--- config.mk ---
export PLATFORM = sky130hd
export DESIGN_NAME = demux3_reg_flat
export DESIGN_NICKNAME = d
export VERILOG_FILES = /design/src/rtl/demux3_reg_if.sv /design/src/rtl/demux3_reg.sv /design/src/flat_wrapper.sv
export SDC_FILE = /design/constraint.sdc
export NUM_CORES = 1
export LEC_CHECK = 0
export ABC_AREA = 1
export BUFFER_PORTS_ARGS = -buffer_cell sky130_fd_sc_hd__buf_2
export CORE_MARGIN = 5
export CORE_UTILIZATION = 41
export CTS_BUF_LIST = sky130_fd_sc_hd__clkbuf_8
export DETAILED_ROUTE_END_ITERATION = 12
export PLACE_DENSITY = 0.7
export REMOVE_ABC_BUFFERS = 1
export SLEW_MARGIN = 10
export SYNTH_ARGS = -nofsm -noshare
export SYNTH_HDL_FRONTEND = slang
export SYNTH_SLANG_ARGS = --single-unit
--- constraint.sdc ---
create_clock -name clk -period 1.1 [get_ports clk]
set_input_delay 0.22 -clock clk [delete_from_list [all_inputs] [get_ports clk]]
set_output_delay 0.22 -clock clk [all_outputs]
set_load 0.01 [all_outputs]
--- src/rtl/demux3_reg_if.sv ---
// Stream bundle for demux3_reg: one tagged input stream and three registered output channels.
// master = producer/consumer side, slave = the demultiplexer.
interface demux3_reg_if #(
  parameter int WIDTH = 32
);
  logic             in_valid;
  logic             in_ready;
  logic [1:0]       in_sel;
  logic [WIDTH-1:0] in_data;
  logic [2:0]       out_valid;
  logic [2:0]       out_ready;
  logic [WIDTH-1:0] out0_data;
  logic [WIDTH-1:0] out1_data;
  logic [WIDTH-1:0] out2_data;

  modport master (
    output in_valid, in_sel, in_data, out_ready,
    input  in_ready, out_valid, out0_data, out1_data, out2_data
  );

  modport slave (
    input  in_valid, in_sel, in_data, out_ready,
    output in_ready, out_valid, out0_data, out1_data, out2_data
  );
endinterface

--- src/rtl/demux3_reg.sv ---
// 1-to-3 registered stream demux, 1-cycle latency, one slot per channel; in_ready low only when the selected slot is full and not draining.
// Illegal select (2'b11) is swallowed and sets sticky err; DEMUX3_ERRCNT_EN adds a saturating err_cnt.
module demux3_reg #(
  parameter int WIDTH = 32
) (
  input  logic           clk,
  input  logic           reset_n,
  demux3_reg_if.slave    bus,
  input  logic           err_clr,
  output logic           err
`ifdef DEMUX3_ERRCNT_EN
  ,
  output logic [7:0]     err_cnt
`endif
);

  logic [2:0]            vld_q;
  logic [2:0][WIDTH-1:0] dat_q;
  logic [2:0]            drain;
  logic [2:0]            load;
  logic                  in_rdy;
  logic                  acc;
  logic                  ill_acc;
  logic                  err_q;

  // Ready is a function of the selected slot only, never of in_valid.
  always_comb begin
    drain = vld_q & bus.out_ready;
    case (bus.in_sel)
      2'd0:    in_rdy = !vld_q[0] | bus.out_ready[0];
      2'd1:    in_rdy = !vld_q[1] | bus.out_ready[1];
      2'd2:    in_rdy = !vld_q[2] | bus.out_ready[2];
      default: in_rdy = 1'b1;
    endcase
    acc     = bus.in_valid & in_rdy;
    ill_acc = acc & (bus.in_sel == 2'b11);
    // A shift past bit 2 yields zero, so the illegal select loads nothing.
    load    = {3{acc}} & (3'b001 << bus.in_sel);
  end

  always_ff @(posedge clk or negedge reset_n) begin
    if (!reset_n) begin
      vld_q <= '0;
      dat_q <= '0;
    end else begin
      for (int k = 0; k < 3; k++) begin
        if (load[k]) begin
          vld_q[k] <= 1'b1;
          dat_q[k] <= bus.in_data;
        end else if (drain[k]) begin
          vld_q[k] <= 1'b0;
        end
      end
    end
  end

  always_ff @(posedge clk or negedge reset_n) begin
    if (!reset_n)
      err_q <= 1'b0;
    else if (ill_acc)
      err_q <= 1'b1;
    else if (err_clr)
      err_q <= 1'b0;
  end

`ifdef DEMUX3_ERRCNT_EN
  logic [7:0] cnt_q;

  always_ff @(posedge clk or negedge reset_n) begin
    if (!reset_n)
      cnt_q <= 8'd0;
    else if (ill_acc)
      cnt_q <= err_clr ? 8'd1 : ((cnt_q == 8'hFF) ? 8'hFF : cnt_q + 8'd1);
    else if (err_clr)
      cnt_q <= 8'd0;
  end

  assign err_cnt = cnt_q;
`endif

  assign bus.in_ready  = in_rdy;
  assign bus.out_valid = vld_q;
  assign bus.out0_data = dat_q[0];
  assign bus.out1_data = dat_q[1];
  assign bus.out2_data = dat_q[2];
  assign err           = err_q;

endmodule

--- src/flat_wrapper.sv ---
// flat-port wrapper written by rule: the top's interface ports become plain ports
module demux3_reg_flat 
#(
  parameter int WIDTH = 32
)
  (clk, reset_n, err_clr, err, bus_in_valid, bus_in_sel, bus_in_data, bus_out_ready, bus_in_ready, bus_out_valid, bus_out0_data, bus_out1_data, bus_out2_data);
  demux3_reg_if #(.WIDTH(WIDTH)) bus_i ();
  input  logic clk;
  input  logic reset_n;
  input  logic err_clr;
  output logic err;
  input wire logic [$bits(bus_i.in_valid)-1:0] bus_in_valid;
  input wire logic [$bits(bus_i.in_sel)-1:0] bus_in_sel;
  input wire logic [$bits(bus_i.in_data)-1:0] bus_in_data;
  input wire logic [$bits(bus_i.out_ready)-1:0] bus_out_ready;
  output wire logic [$bits(bus_i.in_ready)-1:0] bus_in_ready;
  output wire logic [$bits(bus_i.out_valid)-1:0] bus_out_valid;
  output wire logic [$bits(bus_i.out0_data)-1:0] bus_out0_data;
  output wire logic [$bits(bus_i.out1_data)-1:0] bus_out1_data;
  output wire logic [$bits(bus_i.out2_data)-1:0] bus_out2_data;
  assign bus_i.in_valid = bus_in_valid;
  assign bus_i.in_sel = bus_in_sel;
  assign bus_i.in_data = bus_in_data;
  assign bus_i.out_ready = bus_out_ready;
  assign bus_in_ready = bus_i.in_ready;
  assign bus_out_valid = bus_i.out_valid;
  assign bus_out0_data = bus_i.out0_data;
  assign bus_out1_data = bus_i.out1_data;
  assign bus_out2_data = bus_i.out2_data;
  demux3_reg #(.WIDTH(WIDTH)) u_core (.clk(clk), .reset_n(reset_n), .bus(bus_i), .err_clr(err_clr), .err(err));
endmodule
==> results of run 1 <==
-- logic make-up after synthesis --
| kind of cell | after synthesis | synth area share |
|---|---|---|
| flip-flops | 100 | 0.6019 |
| buffers and inverters | 48 | 0.05477 |
| AND/OR/NAND/NOR | 302 | 0.3383 |
| AO/OA/AOI/OAI | 4 | 0.005116 |
-- cell usage in the layout, fill, tap and decap left out, types with 6 or more instances in the layout --
master / instances
buf_12: 11
buf_2: 120
buf_4: 66
buf_6: 28
clkbuf_8: 10
dfrtp_1: 100
inv_1: 6
nand2_1: 193
nand4_1: 96
-- registers in the layout, indices dropped and copies added, names as in the netlist --
register / cells
u_core.bus.out2_data: 32
u_core.bus.out_valid: 3
u_core.bus.out0_data: 32
u_core.bus.out1_data: 32
u_core.err: 1
-- per-layer routing --
layer / vias to the layer above / part of all wire / global-route usage
met5: - / 0 / 0
met4: 0 / 0.020 / 0.07389
met3: 22 / 0.070 / 0.05513
met2: 158 / 0.48 / 0.3572
met1: 1988 / 0.43 / 0.2832
li1: 1942 / - / -
-- power by group through the flow --
stage | Sequential, W | Combinational (W) | Clock, W
6_report | 0.00487 | 0.00346 | 0.00283
5_1_grt | 0.00495 | 0.00379 | 0.00302
4_1_cts | 0.00483 | 0.00312 | 0.00285
3_5_place_dp | 0.00490 | 0.00252 | 0
3_3_place_gp | 0.00488 | 0.00245 | 0
2_1_floorplan | 0.00523 | 0.000714 | 0
-- cell type report --
class,instances,area (um^2),area share
Inverter,8,30.03,0.004775
Timing Repair Buffer,234,1857,0.2953
Sequential cell,100,2502,0.3979
Clock inverter,5,101.3,0.01612
Tap cell,133,166.4,0.02646
Clock buffer,10,137.6,0.02189
Multi-Input combinational cell,306,1494,0.2376
-- worst paths after layout --
| check | startpoint | end | slack, ps | cells after the start |
|---|---|---|---|---|
| max in group asynchronous | reset_n | u_core.bus.out2_data[20]$_DFFE_PN0P_ | 420 | 3 |
| worst min-delay path | err_clr | u_core.err$_DFFE_PN0P_ | 20 | 2 |
| min in group asynchronous | reset_n | u_core.bus.out0_data[3]$_DFFE_PN0P_ | 200 | 2 |
| worst max register to register | u_core.bus.out_valid[0]$_DFFE_PN0P_ | u_core.bus.out2_data[12]$_DFFE_PN0P_ | -410 | 9 |
| worst min register to register | u_core.bus.out0_data[25]$_DFFE_PN0P_ | u_core.bus.out0_data[25]$_DFFE_PN0P_ | 480 | 2 |
| worst max-delay path | u_core.bus.out_valid[0]$_DFFE_PN0P_ | bus_in_ready | -420 | 5 |
-- synth_stat cells --
master	count	area (um^2)
nand2_1	196	735.7
nand4_1	96	600.6
nand3_2	2	20.02
buf_6	3	33.78
nand3_1	4	20.02
clkbuf_1	18	67.56
inv_1	6	22.52
buf_4	1	7.510
nor2_1	2	7.510
nor2_4	2	22.52
inv_2	2	7.510
a31oi_1	1	6.260
o21ai_1	3	15.01
buf_2	17	85.08
dfrtp_1	100	2502
buf_1	1	3.750
-- worst reg2reg max path, stage by stage (launching register included) --
cell and delay, ps:
dfrtp_1 390, inv_2 60, o21ai_4 140, nand3_4 100, buf_4 160, buf_12 140, buf_12 120, buf_16 150
nand4_1 90, nand2_1 60
-- timing repair --
item	CTS	global route
pin swaps	2	2
endpoints found under the setup margin	199	199
buffers inserted	32	23
hold buffers	1	0
gates resized for setup	44	13
cloned	7	1
hold endpoints to repair	100	0
-- stage by stage --
| step | instances | cell area [um^2] | worst slack, ps | utilization |
|---|---|---|---|---|
| after floorplan | 414 | 3960 | -1956 | - |
| after global placement | 717 | 5157 | -293.6 | 0.5252 |
| after detailed placement | 717 | 5157 | -307.4 | 0.5252 |
| after CTS | 772 | 6013 | -440.3 | 0.6124 |
| after global routing | 796 | 6289 | -481.9 | 0.6404 |
| final | 796 | 6289 | -421.2 | 0.6404 |
==> insert_results.sql, run 1 <==
INSERT INTO impl_metrics (metric_group, metric, value, unit) VALUES
('critical_path', 'timing.setup.critical_path_class', 'flop to primary output', ''),
('placed_design', 'place.detailed.hpwl', '8383', 'um'),
('grt', 'first_pass_grt_wire_length', '21870', 'um'),
('timing', 'worst_hold_margin', '15.28', 'ps'),
('timing', 'post-route-period-util', '1.383', ''),
('timing', 'grt_setup_unrepaired', 'yes', ''),
('cts', 'tritoncts', 'built', ''),
('grt', 'grt_pass1_vias', '4226', ''),
('yosys', 'syn_inst', '454', ''),
('placed_design', 'buffer_ports.inserted', '141', ''),
('cts', 'cts.clk_slew.worst_paths', '100', 'ps'),
('layout', 'n_antenna_cell', '0', ''),
('power', 'p_sw_frac', '0.3069', ''),
('timing', 'timing.fmax', '657.4', 'MHz'),
('run_status', 'run_status', 'finished, violations left', ''),
('drt', 'firstDrtPassIters', '4', ''),
('placed_design', 'place.gp.congestion', '0.7914', ''),
('floorplanning', 'start_util', '0.4234', ''),
('power', 'netSwitchingPower', '0.003425', 'W'),
('layout', 'fraction_of_final_layout_cells_sized_beyond_drive_strength_1', '0.3937', ''),
('cts', 'cts-htree-levels', '3', ''),
('critical_path', 'cp-start-kind', 'flop', ''),
('run_status', 'failed_checks', 'negative setup slack', ''),
('floorplanning', 'fp.coreArea', '9819', 'um^2'),
('yosys', 'postSynthRegisterBits', '100', ''),
('grt', 'antenna_violations_before_repair', '0', ''),
('critical_path', 'worst_ep_required_time', '880', 'ps'),
('critical_path', 'worst_path_dominant_cell_family', 'flip-flops', ''),
('floorplanning', 'die-height', '110.7', 'um'),
('yosys', 'yosys_warnings', '0', ''),
('timing', 'relSlewSlack', '0.8154', ''),
('power', 'internal_power', '0.007734', 'W'),
('critical_path', 'worst_path_arrival_time', '1300', 'ps'),
('cts', 'clock_tree.root_cell', 'clkbuf_8', ''),
('grt', 'grt_overflow_total', '0', ''),
('cts', 'clkLatencyLatePin', '360', 'ps'),
('timing', 'fin_ws', '-421.2', 'ps'),
('floorplanning', 'die-width', '110.7', 'um'),
('hold_path', 'hold_path.class', 'primary input to flop', ''),
('critical_path', 'worstPathBufferInverterCount', '3', ''),
('timing', 'fin_setup_tns', '-39730', 'ps'),
('yosys', 'postSynthAreaPerCell', '9.158', 'um^2'),
('critical_path', 'crit_path_cell_trace', 'inv_2 -> o21ai_4 -> nand3_4 -> buf_12 -> buf_6', ''),
('yosys', 'post_synthesis_instance_area', '4158', 'um^2'),
('critical_path', 'critical-path-slowest-cell', 'dfrtp_1', ''),
('timing', 'clock_skew', '11.32', 'ps'),
('power', 'share_clk_of_total_power', '0.254', ''),
('drt', 'drc_marker_count_from_the_first_detailed_route_iteration', '285', ''),
('timing', 'finalSetupViolations', '194', ''),
('drt', 'drc', '0', ''),
('yosys', 'sequential_area_share_after_synthesis', '0.6019', ''),
('yosys', 'ys_types', '16', ''),
('timing', 'final_hold_viol_count', '0', ''),
('grt', 'grt_max_degree', '52', ''),
('cts', 'cts_sinks', '100', ''),
('floorplanning', 'i_o_pin_total', '142', ''),
('layout', 'fillCellCount', '809', ''),
('layout', 'nets', '700', ''),
('cts', 'cts-buffers-inserted', '9', ''),
('drt', 'antenna_left', '0', ''),
('cts', 'max-clock-path-buffers', '2', ''),
('power', 'power_frac_seq', '0.436', ''),
('drt', 'dr_total_vias', '4110', ''),
('grt', 'globalRouteTotalUtil', '0.2183', ''),
('drt', 'route.detailed.vias_per_inst', '5.163', ''),
('power', 'max-vdd-ir-drop', '0.0008630', 'V'),
('critical_path', 'worst-path-max-fanout', '2', ''),
('power', 'power_leakage', '3.500', 'nW'),
('floorplanning', 'die-area', '12250', 'um^2'),
('drt', 'postRouteWirelength', '13520', 'um'),
('flow_run', 'cap_viol_max_count', '0', ''),
('power', 'power.combinational.fraction', '0.310', ''),
('critical_path', 'crit_path_max_incr_delay', '390', 'ps'),
('timing', 'worst_pin_slew', '276.9', 'ps'),
('drt', 'drt_wl_cell', '16.98', 'um'),
('critical_path', 'worst_setup_path_end_kind', 'primary output', ''),
('layout', 'synthToLayoutAreaGrowth', '51.25', '%'),
('timing', 'maxSlewViolCount', '0', ''),
('power', 'p_total', '0.01116', 'W'),
('power', 'power-per-cell-area', '1774', 'nW/um^2'),
('timing', 'final.min_clock_period', '1521', 'ps'),
('floorplanning', 'row_count', '36', '');
(Power assumes the default switching activity.)
==> run 2: changes to the inputs <==
--- a/config.mk
+++ b/config.mk
@@ -13,6 +13,7 @@
 export DETAILED_ROUTE_END_ITERATION = 12
 export PLACE_DENSITY = 0.7
 export REMOVE_ABC_BUFFERS = 1
+export SKIP_CTS_REPAIR_TIMING = 1
 export SLEW_MARGIN = 10
 export SYNTH_ARGS = -nofsm -noshare
 export SYNTH_HDL_FRONTEND = slang
==> run 2 against run 1 <==
Effect of this change:
- the run still ends with negative setup slack left
- non-clock buffer count fell by 19
- clock-buffer cell count unchanged
- power is 3.0% lower
- critical path type unchanged
- critical endpoint unchanged
- highest routed layer unchanged
==> insert_results.sql, run 2 (synthesized netlist as in run 1, its figures left out) <==
INSERT INTO impl_metrics (metric_group, metric, value, unit) VALUES
('run_status', 'run_status', 'finished, violations left', ''),
('power', 'p_sw_frac', '0.3088', ''),
('cts', 'cts_sinks', '100', ''),
('drt', 'firstDrtPassIters', '4', ''),
('critical_path', 'timing.setup.critical_path_class', 'flop to primary output', ''),
('critical_path', 'worst-path-max-fanout', '6', ''),
('grt', 'first_pass_grt_wire_length', '19880', 'um'),
('floorplanning', 'fp.coreArea', '9819', 'um^2'),
('power', 'netSwitchingPower', '0.003344', 'W'),
('hold_path', 'whs_path_depth', '2', ''),
('timing', 'timing.fmax', '638.7', 'MHz'),
('critical_path', 'r2r_start', 'u_core.bus.out_valid[1]$_DFFE_PN0P_', ''),
('timing', 'final_hold_viol_count', '0', ''),
('drt', 'antenna_left', '0', ''),
('placed_design', 'buffer_ports.inserted', '141', ''),
('drt', 'drt_wl_cell', '16.84', 'um'),
('timing', 'finalSetupViolations', '191', ''),
('flow_run', 'cap_viol_max_count', '0', ''),
('floorplanning', 'start_util', '0.4234', ''),
('critical_path', 'timing.rr.end', 'u_core.bus.out2_data[12]$_DFFE_PN0P_', ''),
('critical_path', 'crit_end', 'bus_in_ready', ''),
('power', 'internal_power', '0.007485', 'W'),
('grt', 'grt_pass1_vias', '3836', ''),
('timing', 'post-route-period-util', '1.423', ''),
('critical_path', 'worst_ep_required_time', '880', 'ps'),
('drt', 'postRouteWirelength', '13090', 'um'),
('placed_design', 'place.detailed.hpwl', '8383', 'um'),
('critical_path', 'ff2ff_path_depth', '8', ''),
('floorplanning', 'i_o_pin_total', '142', ''),
('layout', 'layout.cells.most_common', 'nand2_1', ''),
('cts', 'cts-buffers-inserted', '9', ''),
('timing', 'grt_setup_unrepaired', 'yes', ''),
('layout', 'sequential_cell_area', '2502', 'um^2'),
('power', 'power.combinational.fraction', '0.290', ''),
('timing', 'worst_pin_slew', '271.4', 'ps'),
('layout', 'layout.cells.most_common_list', 'nand2_1 (193), buf_2 (120), dfrtp_1 (100), nand4_1 (96), buf_4 (56)', ''),
('critical_path', 'worst_path_arrival_time', '1350', 'ps'),
('grt', 'grt_max_degree', '52', ''),
('power', 'max-vdd-ir-drop', '0.0009117', 'V'),
('timing', 'maxSlewViolCount', '0', ''),
('cts', 'cts.clk_slew.worst_paths', '100', 'ps'),
('timing', 'clock_skew', '9.927', 'ps'),
('cts', 'clkLatencyLatePin', '360', 'ps'),
('power', 'power_leakage', '3.329', 'nW'),
('critical_path', 'cp-start-kind', 'flop', ''),
('grt', 'antenna_violations_before_repair', '0', ''),
('layout', 'nets', '681', ''),
('run_status', 'failed_checks', 'negative setup slack', ''),
('layout', 'final_cells', '777', ''),
('cts', 'clock_tree.root_cell', 'clkbuf_8', ''),
('timing', 'final.min_clock_period', '1566', 'ps'),
('hold_path', 'hold_path.class', 'primary input to flop', ''),
('power', 'power-per-cell-area', '1810', 'nW/um^2'),
('critical_path', 'ff2ff_setup_slack', '-400', 'ps'),
('drt', 'route.detailed.vias_per_inst', '5.206', ''),
('drt', 'drc', '0', ''),
('floorplanning', 'die-width', '110.7', 'um'),
('critical_path', 'worst_setup_path_end_kind', 'primary output', ''),
('timing', 'fin_ws', '-465.7', 'ps'),
('layout', 'fraction_of_final_layout_cells_sized_beyond_drive_strength_1', '0.3758', ''),
('cts', 'tritoncts', 'built', ''),
('layout', 'n_antenna_cell', '0', ''),
('cts', 'cts-htree-levels', '3', ''),
('grt', 'globalRouteTotalUtil', '0.1960', ''),
('power', 'power_frac_seq', '0.450', ''),
('floorplanning', 'die-height', '110.7', 'um'),
('layout', 'multiInputGateArea', '1479', 'um^2'),
('drt', 'drc_marker_count_from_the_first_detailed_route_iteration', '273', ''),
('power', 'share_clk_of_total_power', '0.260', ''),
('grt', 'grt_overflow_total', '0', ''),
('layout', 'fillCellCount', '867', ''),
('timing', 'fin_setup_tns', '-33660', 'ps'),
('floorplanning', 'die-area', '12250', 'um^2'),
('cts', 'max-clock-path-buffers', '2', ''),
('placed_design', 'place.gp.congestion', '0.7914', ''),
('placed_design', 'post-place-ws', '-307.4', 'ps'),
('drt', 'dr_total_vias', '4045', ''),
('placed_design', 'post-place-cells', '717', ''),
('hold_path', 'hp-start', 'err_clr', ''),
('timing', 'relSlewSlack', '0.8191', ''),
('layout', 'synthToLayoutAreaGrowth', '43.88', '%'),
('layout', 'layout.core_utilization', '0.6092', ''),
('floorplanning', 'row_count', '36', ''),
('timing', 'worst_hold_margin', '17.19', 'ps'),
('critical_path', 'startpoint', 'u_core.bus.out_valid[0]$_DFFE_PN0P_', '');
## run 2: layer usage
| metal | vias to the layer above | wire length (um) | global-route usage |
|---|---|---|---|
| met5 | - | 0 | 0 |
| met3 | 23 | 971 | 0.05786 |
| li1 | 1899 | - | - |
| met2 | 161 | 6320 | 0.2989 |
| met1 | 1962 | 5548 | 0.2681 |
| met4 | 0 | 246 | 0.06568 |
## run 2: power groups by stage
stage	logic, W	clock network, W	registers, W
6_report	0.00314	0.00282	0.00487
5_1_grt	0.00345	0.00304	0.00495
4_1_cts	0.00252	0.00285	0.00484
3_5_place_dp	0.00252	0	0.00490
3_3_place_gp	0.00245	0	0.00488
2_1_floorplan	0.000714	0	0.00523
## run 2: final cells by class
type / count / share of cell area
repair buffers: 215 / 0.2617
inverters: 8 / 0.005020
multi-input cells: 306 / 0.2472
clock buffers: 10 / 0.02301
well taps: 133 / 0.02782
flip-flops and latches: 100 / 0.4183
clock inverters: 5 / 0.01694
## run 2: through the flow
stage	area (um^2)	total power [W]
after floorplan	3960	0.005941
final	5982	0.01083
after CTS	5396	0.01021
after global routing	5982	0.01144
after detailed placement	5157	0.007418
after global placement	5157	0.007335
## run 2: worst min-delay path by stage
stage	slack [ps]	end
detailed placement	40	u_core.bus.out0_data[3]$_DFFE_PN0P_
global placement	40	u_core.bus.out0_data[3]$_DFFE_PN0P_
finish	20	u_core.err$_DFFE_PN0P_
CTS	-360	u_core.bus.out0_data[8]$_DFFE_PN0P_
floorplan	-80	u_core.bus.out0_data[0]$_DFFE_PN0P_
global route	20	u_core.err$_DFFE_PN0P_
## run 2: critical path, cell delays in order (launching register included)
cell	delay, ps
dfrtp_1	380
inv_2	50
o21ai_2	170
nand3_4	120
buf_12	150
buf_6	110
==> run 3: changes to the inputs <==
--- a/config.mk
+++ b/config.mk
@@ -8,12 +8,12 @@
 export ABC_AREA = 1
 export BUFFER_PORTS_ARGS = -buffer_cell sky130_fd_sc_hd__buf_2
 export CORE_MARGIN = 5
-export CORE_UTILIZATION = 41
+export CORE_UTILIZATION = 30
 export CTS_BUF_LIST = sky130_fd_sc_hd__clkbuf_8
 export DETAILED_ROUTE_END_ITERATION = 12
-export PLACE_DENSITY = 0.7
 export REMOVE_ABC_BUFFERS = 1
 export SKIP_CTS_REPAIR_TIMING = 1
+export SKIP_LAST_GASP = 1
 export SLEW_MARGIN = 10
 export SYNTH_ARGS = -nofsm -noshare
 export SYNTH_HDL_FRONTEND = slang
==> run 3 against run 2 <==
Effect of this change:
- the run still ends with negative setup slack left
- register-to-register slack about the same
- core utilization is 16 points lower
- highest routed layer unchanged
- largest cell class unchanged
- critical path type unchanged
- cell area is 4.0% higher
- worst setup slack improved by 24 ps
- via count is 1.5% higher
- clock skew decreased by 5.0 ps
==> insert_results.sql, run 3 (synthesized netlist as in run 1, its figures left out) <==
INSERT INTO impl_metrics (metric_group, metric, value, unit) VALUES
('run_status', 'run_status', 'finished, violations left', ''),
('run_status', 'failed_checks', 'negative setup slack', ''),
('grt', 'first_pass_grt_wire_length', '19970', 'um'),
('cts', 'tritoncts', 'built', ''),
('timing', 'final.min_clock_period', '1541', 'ps'),
('critical_path', 'critical-path-slowest-cell', 'dfrtp_1', ''),
('critical_path', 'worst_path_arrival_time', '1320', 'ps'),
('timing', 'post-route-period-util', '1.401', ''),
('grt', 'globalRouteTotalUtil', '0.1535', ''),
('timing', 'final_hold_viol_count', '0', ''),
('critical_path', 'worst_setup_path_end_kind', 'primary output', ''),
('critical_path', 'cp-start-kind', 'flop', ''),
('cts', 'max-clock-path-buffers', '2', ''),
('timing', 'finalSetupViolations', '196', ''),
('power', 'p_total', '0.01052', 'W'),
('critical_path', 'worstPathBufferInverterCount', '3', ''),
('floorplanning', 'start_util', '0.3031', ''),
('placed_design', 'place.detailed.hpwl', '8480', 'um'),
('layout', 'layout.cells.most_common_list', 'nand2_1 (193), buf_2 (125), dfrtp_1 (100), nand4_1 (96), buf_4 (61)', ''),
('timing', 'relSlewSlack', '0.7173', ''),
('floorplanning', 'row_count', '43', ''),
('drt', 'dr_total_vias', '4105', ''),
('floorplanning', 'die-height', '127.7', 'um'),
('cts', 'cts-buffers-inserted', '9', ''),
('grt', 'grt_max_degree', '78', ''),
('drt', 'drc_marker_count_from_the_first_detailed_route_iteration', '362', ''),
('grt', 'antenna_violations_before_repair', '1', ''),
('grt', 'grt_pass1_vias', '3856', ''),
('hold_path', 'hold_path.class', 'primary input to flop', ''),
('timing', 'fin_setup_tns', '-38900', 'ps'),
('placed_design', 'place.gp.congestion', '0.7597', ''),
('floorplanning', 'i_o_pin_total', '142', ''),
('power', 'max-vdd-ir-drop', '0.0006206', 'V'),
('drt', 'firstDrtPassIters', '5', ''),
('power', 'netSwitchingPower', '0.003326', 'W'),
('critical_path', 'crit_cells', '5', ''),
('hold_path', 'whs_path_depth', '2', ''),
('power', 'internal_power', '0.007194', 'W'),
('floorplanning', 'die-area', '16310', 'um^2'),
('placed_design', 'buffer_ports.inserted', '141', ''),
('power', 'power.combinational.fraction', '0.305', ''),
('cts', 'cts_sinks', '100', ''),
('cts', 'cts-htree-levels', '3', ''),
('critical_path', 'crit_path_max_incr_delay', '370', 'ps'),
('placed_design', 'instance_area_at_placement', '5266', 'um^2'),
('critical_path', 'worst-path-max-fanout', '5', ''),
('cts', 'clkLatencyLatePin', '370', 'ps'),
('layout', 'fraction_of_final_layout_cells_sized_beyond_drive_strength_1', '0.3851', ''),
('floorplanning', 'die-width', '127.7', 'um'),
('layout', 'layout.core_utilization', '0.4533', ''),
('drt', 'postRouteWirelength', '14290', 'um'),
('critical_path', 'ff2ff_path_depth', '9', ''),
('layout', 'synthToLayoutAreaGrowth', '49.56', '%'),
('critical_path', 'worst_ep_required_time', '880', 'ps'),
('power', 'power_frac_seq', '0.463', ''),
('layout', 'post-route-cell-area', '6218', 'um^2'),
('power', 'p_sw_frac', '0.3162', ''),
('layout', 'nets', '694', ''),
('cts', 'clock_tree.root_cell', 'clkbuf_8', ''),
('timing', 'worst_pin_slew', '424.1', 'ps'),
('drt', 'antenna_left', '0', ''),
('timing', 'timing.fmax', '648.8', 'MHz'),
('drt', 'drt_wl_cell', '17.06', 'um'),
('timing', 'grt_setup_unrepaired', 'yes', ''),
('power', 'power_leakage', '3.445', 'nW'),
('timing', 'fin_ws', '-441.3', 'ps'),
('critical_path', 'worst_path_dominant_cell_family', 'flip-flops', ''),
('drt', 'drc', '0', ''),
('cts', 'cts.clk_slew.worst_paths', '90', 'ps'),
('layout', 'layout.cells.most_common', 'nand2_1', ''),
('critical_path', 'timing.setup.critical_path_class', 'flop to primary output', ''),
('drt', 'route.detailed.vias_per_inst', '4.899', ''),
('timing', 'clock_skew', '4.969', 'ps'),
('floorplanning', 'fp.coreArea', '13720', 'um^2'),
('grt', 'grt_overflow_total', '0', ''),
('critical_path', 'crit_path_cell_trace', 'inv_2 -> o21ai_2 -> nand3_4 -> buf_12 -> buf_6', ''),
('power', 'share_clk_of_total_power', '0.232', ''),
('timing', 'maxSlewViolCount', '0', ''),
('power', 'power-per-cell-area', '1692', 'nW/um^2'),
('flow_run', 'cap_viol_max_count', '0', '');
==> run 3: cell count changes in the layout (fill, tap and decap cells not counted), sizes merged <==
cell and delta:
buf +7, bufinv -2, clkbuf +7, clkinvlp -1
diode +1, dlygate4sd3 +1, inv +1
==> run 3: through the flow <==
stage | worst slack [ps] | instances | hold WS, ps
2_1_floorplan | -1956 | 414 | -75.59
3_3_place_gp | -241.9 | 761 | 248.6
3_5_place_dp | -267.0 | 761 | 240.7
4_1_cts | -639.4 | 776 | -173.9
5_1_grt | -519.6 | 838 | 22.28
6_report | -441.3 | 838 | 46.83
==> run 3: area by class of cell <==
class / count / area [um^2]
fillers: 1367 / 7501
flip-flops and latches: 100 / 2502
repair buffers: 228 / 1769
multi-input cells: 306 / 1486
well taps: 180 / 225.2
clock buffers: 12 / 165.2
clock inverters: 3 / 37.54
inverters: 8 / 30.03
diodes: 1 / 2.502
==> run 3: metal layers <==
layer | global-route usage | wire length, um | vias up
li1 | - | - | 1939
met1 | 0.1954 | 6097 | 1992
met2 | 0.2449 | 6972 | 160
met3 | 0.04083 | 1026 | 14
met4 | 0.06991 | 196 | 0
met5 | 0 | 0 | -
==> run 3: final timing paths <==
path	endpoint	slack [ps]	start
worst max-delay path	bus_in_ready	-440	u_core.bus.out_valid[0]$_DFFE_PN0P_
max in group asynchronous	u_core.bus.out0_data[1]$_DFFE_PN0P_	350	reset_n
worst min-delay path	u_core.bus.out_valid[0]$_DFFE_PN0P_	50	bus_out_ready[0]
min in group asynchronous	u_core.bus.out2_data[0]$_DFFE_PN0P_	400	reset_n
worst min register to register	u_core.bus.out2_data[0]$_DFFE_PN0P_	470	u_core.bus.out2_data[0]$_DFFE_PN0P_
worst max register to register	u_core.bus.out1_data[12]$_DFFE_PN0P_	-410	u_core.bus.out_valid[1]$_DFFE_PN0P_
==> run 3: power groups by stage <==
stage                     combinational, W  clock [W]  sequential, W
final                              0.00321    0.00244        0.00487
after global routing               0.00352    0.00269        0.00494
after CTS                          0.00253    0.00251        0.00485
after detailed placement           0.00253          0        0.00491
after global placement             0.00247          0        0.00489
after floorplan                   0.000714          0        0.00523
